File: config.mk
export PLATFORM = sky130hd
export DESIGN_NAME = conn_setup_agent
export DESIGN_NICKNAME = d
export VERILOG_FILES = /design/src/rtl/conn_setup_pkg.sv /design/src/rtl/conn_setup_agent_slot_pool.sv /design/src/rtl/conn_setup_agent.sv
export SDC_FILE = /design/constraint.sdc
export NUM_CORES = 1
export LEC_CHECK = 0
export CORE_MARGIN = 2
export CORE_UTILIZATION = 35
export CTS_BUF_LIST = sky130_fd_sc_hd__clkbuf_4 sky130_fd_sc_hd__clkbuf_8 sky130_fd_sc_hd__clkbuf_16
export DETAILED_ROUTE_END_ITERATION = 6
export PLACE_DENSITY = 0.63
export SLEW_MARGIN = 20
export SYNTH_ARGS = -nofsm -noshare
export SYNTH_HDL_FRONTEND = slang
export SYNTH_SLANG_ARGS = --single-unit
File: constraint.sdc
create_clock -name aclk -period 3.75 [get_ports aclk]
set_input_delay 0.375 -clock aclk [delete_from_list [all_inputs] [get_ports aclk]]
set_output_delay 0.375 -clock aclk [all_outputs]
set_load 0.005 [all_outputs]
File: src/rtl/conn_setup_pkg.sv
// Shared types and helpers for the connection-setup agent: setconn types,
// request classes, FSM states and the UDP header layout.
package conn_setup_pkg;

   localparam int unsigned HDR_W  = 112;
   localparam int unsigned PORT_W = 16;
   localparam int unsigned CNT_W  = 7;
   localparam int unsigned REJ_W  = 16;

   typedef enum logic [5:0] {SC_OPEN = 6'd1, SC_CLOSE = 6'd2} setconn_type_e;
   typedef enum logic [1:0] {REQ_OPEN, REQ_CLOSE, REQ_DROP} req_class_e;
   typedef enum logic [2:0] {ST_IDLE, ST_DRAIN, ST_CMD, ST_RHDR, ST_RPLD} state_e;

   typedef struct packed {
      logic [15:0] length;
      logic [15:0] dest_port;
      logic [15:0] src_port;
      logic [31:0] dest_ip;
      logic [31:0] src_ip;
   } udp_hdr_t;

   localparam logic [63:0] NACK_PAYLOAD = 64'hFFFF_FFFF_FFFF_FFFF;

   // Opens target port 0 from a live port; closes come from port 0 naming the slot.
   function automatic req_class_e classify(input logic [15:0] dest_port,
                                           input logic [15:0] src_port);
      if (dest_port == 16'd0 && src_port != 16'd0)      return REQ_OPEN;
      else if (src_port == 16'd0 && dest_port != 16'd0) return REQ_CLOSE;
      else                                              return REQ_DROP;
   endfunction

   function automatic udp_hdr_t reply_hdr(input logic [31:0] req_src_ip,
                                          input logic [31:0] req_dest_ip,
                                          input logic [15:0] req_src_port,
                                          input logic [15:0] slot,
                                          input logic [15:0] len);
      udp_hdr_t h;
      h.length    = len;
      h.dest_port = req_src_port;
      h.src_port  = slot;
      h.dest_ip   = req_src_ip;
      h.src_ip    = req_dest_ip;
      return h;
   endfunction

endpackage

File: src/rtl/conn_setup_agent_slot_pool.sv
// Free-slot bitmap with a lowest-free priority encoder, alloc/free ports,
// full flag and allocated-slot counter.
module conn_setup_agent_slot_pool
   import conn_setup_pkg::*;
#(
   parameter  int unsigned NUM_SLOTS = 16,
   localparam int unsigned IDX_W     = (NUM_SLOTS > 1) ? $clog2(NUM_SLOTS) : 1
) (
   input  logic             clk,
   input  logic             rst_n,
   input  logic             i_alloc,
   input  logic             i_free,
   input  logic [IDX_W-1:0] i_free_idx,
   output logic [IDX_W-1:0] o_low_idx_c,
   output logic             o_full_c,
   output logic             o_idx_free_c,
   output logic [CNT_W-1:0] o_active_count
);

   logic [NUM_SLOTS-1:0] r_free;
   logic [CNT_W-1:0]     r_active;
   logic [IDX_W-1:0]     w_low_idx;

   // Scan high to low so the lowest free index wins.
   always_comb begin
      w_low_idx = '0;
      for (int i = NUM_SLOTS - 1; i >= 0; i--) begin
         if (r_free[i]) w_low_idx = IDX_W'(i);
      end
   end

   always_ff @(posedge clk or negedge rst_n) begin
      if (!rst_n) begin
         r_free   <= '1;
         r_active <= '0;
      end else if (i_alloc) begin
         r_free[w_low_idx] <= 1'b0;
         r_active          <= r_active + CNT_W'(1);
      end else if (i_free) begin
         r_free[i_free_idx] <= 1'b1;
         r_active           <= r_active - CNT_W'(1);
      end
   end

   assign o_low_idx_c    = w_low_idx;
   assign o_full_c       = ~|r_free;
   assign o_idx_free_c   = r_free[i_free_idx];
   assign o_active_count = r_active;

endmodule

File: src/rtl/conn_setup_agent.sv
// Slave-side connection manager: drains open/close requests, allocates or frees
// pool slots, issues setconn commands and replies to openers with their slot.
module conn_setup_agent
   import conn_setup_pkg::*;
#(
   parameter int unsigned NUM_SLOTS = 16,
   parameter int unsigned SLOT_BASE = 1,
   parameter int unsigned SLOT_W    = 10,
   parameter int unsigned TYPE_W    = 6,
   parameter int unsigned DATA_W    = 64,
   parameter int unsigned REPLY_LEN = 16
) (
   input  logic                     aclk,
   input  logic                     aresetn,
   input  logic [HDR_W-1:0]         usr_rx_hdr_tdata,
   input  logic                     usr_rx_hdr_tvalid,
   output logic                     usr_rx_hdr_tready,
   input  logic [DATA_W-1:0]        usr_rx_payload_tdata,
   input  logic [DATA_W/8-1:0]      usr_rx_payload_tkeep,
   input  logic                     usr_rx_payload_tlast,
   input  logic                     usr_rx_payload_tuser,
   input  logic                     usr_rx_payload_tvalid,
   output logic                     usr_rx_payload_tready,
   output logic [SLOT_W+TYPE_W-1:0] conn_setup_req_tdata,
   output logic                     conn_setup_req_tvalid,
   input  logic                     conn_setup_req_tready,
   output logic [HDR_W-1:0]         usr_tx_hdr_tdata,
   output logic                     usr_tx_hdr_tvalid,
   input  logic                     usr_tx_hdr_tready,
   output logic [DATA_W-1:0]        usr_tx_payload_tdata,
   output logic [DATA_W/8-1:0]      usr_tx_payload_tkeep,
   output logic                     usr_tx_payload_tlast,
   output logic                     usr_tx_payload_tuser,
   output logic                     usr_tx_payload_tvalid,
   input  logic                     usr_tx_payload_tready,
   output logic [CNT_W-1:0]         active_count,
   output logic [REJ_W-1:0]         reject_count
);

   localparam int unsigned IDX_W  = (NUM_SLOTS > 1) ? $clog2(NUM_SLOTS) : 1;
   localparam int unsigned KEEP_W = DATA_W / 8;
   localparam int unsigned CMD_W  = SLOT_W + TYPE_W;
   localparam logic [PORT_W-1:0] SLOT_LO = PORT_W'(SLOT_BASE);
   localparam logic [PORT_W-1:0] SLOT_HI = PORT_W'(SLOT_BASE + NUM_SLOTS - 1);
   localparam logic [PORT_W-1:0] RLEN    = PORT_W'(REPLY_LEN);

   state_e             r_state;
   req_class_e         r_class;
   udp_hdr_t           r_hdr;
   logic [PORT_W-1:0]  r_slot;
   logic               r_nack;
   logic               r_cmd_open;
   logic               r_hdr_tready;
   logic               r_pld_tready;
   logic [CMD_W-1:0]   r_req_tdata;
   logic               r_req_tvalid;
   udp_hdr_t           r_tx_hdr;
   logic               r_tx_hdr_tvalid;
   logic [DATA_W-1:0]  r_tx_pld_tdata;
   logic [KEEP_W-1:0]  r_tx_pld_tkeep;
   logic               r_tx_pld_tlast;
   logic               r_tx_pld_tvalid;
   logic [REJ_W-1:0]   r_reject;

   udp_hdr_t           w_rx_hdr;
   logic               w_hdr_hs;
   logic               w_pld_last;
   logic               w_full;
   logic               w_idx_free;
   logic               w_close_ok;
   logic               w_alloc;
   logic               w_free;
   logic [IDX_W-1:0]   w_low_idx;
   logic [IDX_W-1:0]   w_close_idx;
   logic [PORT_W-1:0]  w_close_off;
   logic [PORT_W-1:0]  w_alloc_slot;
   logic               w_unused;

   assign w_rx_hdr     = udp_hdr_t'(usr_rx_hdr_tdata);
   assign w_hdr_hs     = usr_rx_hdr_tvalid & r_hdr_tready;
   assign w_pld_last   = usr_rx_payload_tvalid & r_pld_tready & usr_rx_payload_tlast;
   assign w_close_off  = r_hdr.dest_port - SLOT_LO;
   assign w_close_idx  = IDX_W'(w_close_off);
   assign w_close_ok   = (r_hdr.dest_port >= SLOT_LO) && (r_hdr.dest_port <= SLOT_HI) && !w_idx_free;
   assign w_alloc      = (r_state == ST_DRAIN) && w_pld_last && (r_class == REQ_OPEN) && !w_full;
   assign w_free       = (r_state == ST_DRAIN) && w_pld_last && (r_class == REQ_CLOSE) && w_close_ok;
   assign w_alloc_slot = SLOT_LO + PORT_W'(w_low_idx);

   conn_setup_agent_slot_pool #(.NUM_SLOTS(NUM_SLOTS)) u_pool (
      .clk            (aclk),
      .rst_n          (aresetn),
      .i_alloc        (w_alloc),
      .i_free         (w_free),
      .i_free_idx     (w_close_idx),
      .o_low_idx_c    (w_low_idx),
      .o_full_c       (w_full),
      .o_idx_free_c   (w_idx_free),
      .o_active_count (active_count)
   );

   always_ff @(posedge aclk or negedge aresetn) begin
      if (!aresetn) begin
         r_state         <= ST_IDLE;
         r_class         <= REQ_DROP;
         r_hdr           <= '0;
         r_slot          <= '0;
         r_nack          <= 1'b0;
         r_cmd_open      <= 1'b0;
         r_hdr_tready    <= 1'b0;
         r_pld_tready    <= 1'b0;
         r_req_tdata     <= '0;
         r_req_tvalid    <= 1'b0;
         r_tx_hdr        <= '0;
         r_tx_hdr_tvalid <= 1'b0;
         r_tx_pld_tdata  <= '0;
         r_tx_pld_tkeep  <= '0;
         r_tx_pld_tlast  <= 1'b0;
         r_tx_pld_tvalid <= 1'b0;
         r_reject        <= '0;
      end else begin
         case (r_state)
            ST_IDLE: begin
               if (w_hdr_hs) begin
                  r_hdr        <= w_rx_hdr;
                  r_class      <= classify(w_rx_hdr.dest_port, w_rx_hdr.src_port);
                  r_hdr_tready <= 1'b0;
                  r_pld_tready <= 1'b1;
                  r_state      <= ST_DRAIN;
               end else begin
                  r_hdr_tready <= 1'b1;
               end
            end
            // Pool and counters change only on the tlast beat.
            ST_DRAIN: begin
               if (w_pld_last) begin
                  r_pld_tready <= 1'b0;
                  if (w_alloc) begin
                     r_slot       <= w_alloc_slot;
                     r_nack       <= 1'b0;
                     r_cmd_open   <= 1'b1;
                     r_req_tdata  <= {SLOT_W'(w_alloc_slot), TYPE_W'(SC_OPEN)};
                     r_req_tvalid <= 1'b1;
                     r_state      <= ST_CMD;
                  end else if (w_free) begin
                     r_cmd_open   <= 1'b0;
                     r_req_tdata  <= {SLOT_W'(r_hdr.dest_port), TYPE_W'(SC_CLOSE)};
                     r_req_tvalid <= 1'b1;
                     r_state      <= ST_CMD;
                  end else if (r_class == REQ_OPEN) begin
                     r_slot          <= '0;
                     r_nack          <= 1'b1;
                     r_reject        <= (r_reject == '1) ? r_reject : r_reject + REJ_W'(1);
                     r_tx_hdr        <= reply_hdr(r_hdr.src_ip, r_hdr.dest_ip, r_hdr.src_port, '0, RLEN);
                     r_tx_hdr_tvalid <= 1'b1;
                     r_state         <= ST_RHDR;
                  end else begin
                     r_hdr_tready <= 1'b1;
                     r_state      <= ST_IDLE;
                  end
               end
            end
            ST_CMD: begin
               if (conn_setup_req_tready) begin
                  r_req_tvalid <= 1'b0;
                  if (r_cmd_open) begin
                     r_tx_hdr        <= reply_hdr(r_hdr.src_ip, r_hdr.dest_ip, r_hdr.src_port, r_slot, RLEN);
                     r_tx_hdr_tvalid <= 1'b1;
                     r_state         <= ST_RHDR;
                  end else begin
                     r_hdr_tready <= 1'b1;
                     r_state      <= ST_IDLE;
                  end
               end
            end
            ST_RHDR: begin
               if (usr_tx_hdr_tready) begin
                  r_tx_hdr_tvalid <= 1'b0;
                  r_tx_pld_tdata  <= r_nack ? DATA_W'(NACK_PAYLOAD) : DATA_W'(r_slot);
                  r_tx_pld_tkeep  <= '1;
                  r_tx_pld_tlast  <= 1'b1;
                  r_tx_pld_tvalid <= 1'b1;
                  r_state         <= ST_RPLD;
               end
            end
            ST_RPLD: begin
               if (usr_tx_payload_tready) begin
                  r_tx_pld_tvalid <= 1'b0;
                  r_hdr_tready    <= 1'b1;
                  r_state         <= ST_IDLE;
               end
            end
            default: r_state <= ST_IDLE;
         endcase
      end
   end

   assign usr_rx_hdr_tready     = r_hdr_tready;
   assign usr_rx_payload_tready = r_pld_tready;
   assign conn_setup_req_tdata  = r_req_tdata;
   assign conn_setup_req_tvalid = r_req_tvalid;
   assign usr_tx_hdr_tdata      = r_tx_hdr;
   assign usr_tx_hdr_tvalid     = r_tx_hdr_tvalid;
   assign usr_tx_payload_tdata  = r_tx_pld_tdata;
   assign usr_tx_payload_tkeep  = r_tx_pld_tkeep;
   assign usr_tx_payload_tlast  = r_tx_pld_tlast;
   assign usr_tx_payload_tuser  = 1'b0;
   assign usr_tx_payload_tvalid = r_tx_pld_tvalid;
   assign reject_count          = r_reject;

   // Payload content and the request length are intentionally ignored.
   assign w_unused = ^{usr_rx_payload_tdata, usr_rx_payload_tkeep, usr_rx_payload_tuser,
                       r_hdr.length, w_close_off[PORT_W-1:IDX_W]};

endmodule

==> reports/metrics.cfg <==
[run_status]
status=finished, final reports clean

[timing]
finalHoldViolCount=0
min_period_ns=3.01
worst_slack_ns=0.744
final-setup-viol-count=0
skew_ns=0.0193
tightestPinTransition_ns=0.733
fin_tns_setup_ns=0
max_freq_mhz=333
min_period_over_period=0.802
slew_viol_final=0
maxSlewHeadroom=0.507
rsz0062_at_grt=false

[floorplan]
start_util=0.356
dieArea_um2=35700
core.rowCount=67
die_w_um=189
io_pins=423
core-area_um2=33600
die_h_um=189

[critical_path]
start_kind=register
cp_top_family=multiplexers
crit_buf_inv=2
path_cells=inv_1 -> ha_1 -> mux4_2 -> mux2_2 -> a22oi_2 -> a31oi_2 -> buf_4 -> and2_1
rr_startpoint=r_hdr[81]$_DFFE_PN0P_
critical_path_arrival_ns=3.44
setup.worst_path.end_class=register
r2r_slack_ns=0.74
critPathMaxStageDelay_ns=0.54
cp-startpoint=r_hdr[81]$_DFFE_PN0P_
critPathMaxFanout=14
cp_data_required_time_ns=4.19
cpMaxStageDelayCell=dfrtp_1
criticalPathCategory=reg -> reg

[logic_synthesis]
synth-simple-area-share=0.0819
seq_area_frac_synth=0.537
synth.distinct_cells=61
synth_compound_area_frac=0.0556
yosys_warnings=0
synth_area_um2=12000
synth_edf_count=0
synth_top_family_by_area=multiplexers
syn_avg_cell_area_um2=13.2
async_flop_share=1.00
yosys_register_bits=256
synth_top_cell_area_share=0.499
yosys.area_share.xor_xnor=0.0154
synth_ff_type=dfrtp_1
synth_top_cell_by_area=dfrtp_1
synth.area.top_cells=dfrtp_1, mux2_4, mux2_2
synth_mux_area_frac=0.207
synthAdderAreaFrac=0.0194
syn_inst=906

[routing]
routed_wl_mm=28.1
firstDrtPassIters=4
drt_iter0_drc=283
wl_per_cell_um=17.2
ant_nets=0
via_per_inst=4.70
vias=7655
remaining_drc_errors=0

[final_layout]
stdcell_count=1627
final_cell_mix=clkdlybuf4s50_1, dfrtp_1, mux2_2
antenna_cells=0
layout.nets=1367
syn2layout_area_growth_pct=33.9
final_common_cell=clkdlybuf4s50_1
drive_above_1_share=0.247
n_fill_cell=2995
finish.utilization=0.477

[global_routing]
grt-ovfl-total=0
grt_pass1_vias=7736
antenna_found_initial=3
grt_use_total=0.156
grt_max_degree=132
grt_pass1_wl_mm=44.6

[cts]
cts_sinks=256
clk_latency_ns=0.57
cts_tree=done
clockRootBuffer=clkbuf_16
cts_buffers=29
clockBufferDepth=3
path_clk_slew_ns=0.06
ctsResizeCount=0
htree_levels=1

[pwr]
ir_worst_vdd_uv=463
p_sw_mw=3.02
comb_power_share=0.332
internal-power_mw=8.31
power_mw=11.3
switching_share=0.267
leakage_nw=7.09
power_frac_clock=0.278
powerDensity_nw_per_um2=706
pwr-share-seq=0.390

[hold_path]
hold_class=in -> async

[job]
maxCapViolations=0

[placement]
dp_hpwl_mm=19.7
place.port_buffers=302
placed_cells=1571
gp_congestion=0.870
dp_slack_ns=0.529

==> worst register-to-register path: cells and delay by family (launching register included) <==
family | cells | cell delay, ns
multiplexers | 2 | 0.66
AO/OA/AOI/OAI | 2 | 0.61
flip-flops | 1 | 0.54
buffers and inverters | 2 | 0.47
adder cells (fa/ha/maj) | 1 | 0.45
AND/OR/NAND/NOR | 1 | 0.16
==> worst paths after layout <==
check | to | cells after the start
worst max-delay path | conn_setup_req_tdata[15]$_DFFE_PN0P_ | 8
worst min-delay path | r_hdr[45]$_DFFE_PN0P_ | 2
worst max register to register | conn_setup_req_tdata[15]$_DFFE_PN0P_ | 8
worst min register to register | usr_tx_hdr_tdata[100]$_DFFE_PN0P_ | 1
max in group asynchronous | usr_tx_hdr_tdata[93]$_DFFE_PN0P_ | 4
min in group aclk | r_hdr[80]$_DFFE_PN0P_ | 3
==> kinds of logic after synthesis <==
family          after synthesis
simple gates                184
mux                         191
flops                       256
buf+inv                     141
xor+xnor                     21
compound gates               94
other cells                   1
fa+ha+maj                    18
==> sequential cells by signal, indices dropped and copies added (netlist names), 2 cells and up <==
| name | count |
|---|---|
| usr_tx_payload_tdata | 6 |
| usr_tx_hdr_tdata | 86 |
| r_class | 2 |
| conn_setup_req_tdata | 12 |
| r_state | 3 |
| u_pool.r_free | 16 |
| reject_count | 16 |
| r_slot | 5 |
| r_hdr | 96 |
| u_pool.o_active_count | 7 |
==> per-layer routing <==
| layer | share of wire | vias up | track usage |
|---|---|---|---|
| li1 | - | 3556 | - |
| met1 | 0.43 | 3735 | 0.204 |
| met2 | 0.45 | 319 | 0.243 |
| met3 | 0.11 | 41 | 0.0610 |
| met4 | 0.020 | 4 | 0.0367 |
| met5 | 0.00082 | - | 0 |
==> stage by stage <==
stage | hold slack, ns | area (µm²)
floorplan | 0.0794 | 12100
global placement | 0.450 | 14900
detailed placement | 0.456 | 14900
CTS | 0.378 | 16000
global route | 0.395 | 16000
finish | 0.356 | 16000
==> synthesized netlist by cell type, drive strengths merged, types with 8 or more instances <==
cell type	number
a21o	8
a21oi	17
a22o	21
and2	10
buf	119
clkbuf	11
dfrtp	239
dfstp	17
ha	17
inv	11
mux2	182
nand2	62
nand2b	12
nand3	12
nand4	8
nor2	27
nor3	10
nor4	17
o21ai	24
xnor2	16
==> power groups by stage <==
stage / clock network (mW) / logic [mW] / registers (mW)
floorplan: 0 / 2.15 / 4.38
global placement: 0 / 3.74 / 4.43
detailed placement: 0 / 3.80 / 4.45
CTS: 3.25 / 3.82 / 4.44
global route: 3.35 / 4.07 / 4.57
finish: 3.15 / 3.77 / 4.42
==> timing repair <==
item | 4_1_cts | 5_1_grt
endpoints found under the hold margin | 46 | 0
buffers inserted | 0 | 0
hold buffers | 1 | 0
==> final cells by class <==
class	instances	area, µm²	area share
Timing Repair Buffer	319	3250	0.203
Inverter	11	43.8	0.00273
Multi-Input combinational cell	539	4680	0.291
Clock buffer	38	831	0.0518
Tap cell	448	561	0.0349
Sequential cell	256	6430	0.401
Clock inverter	16	249	0.0155
Power figures use the tool's default switching activity.
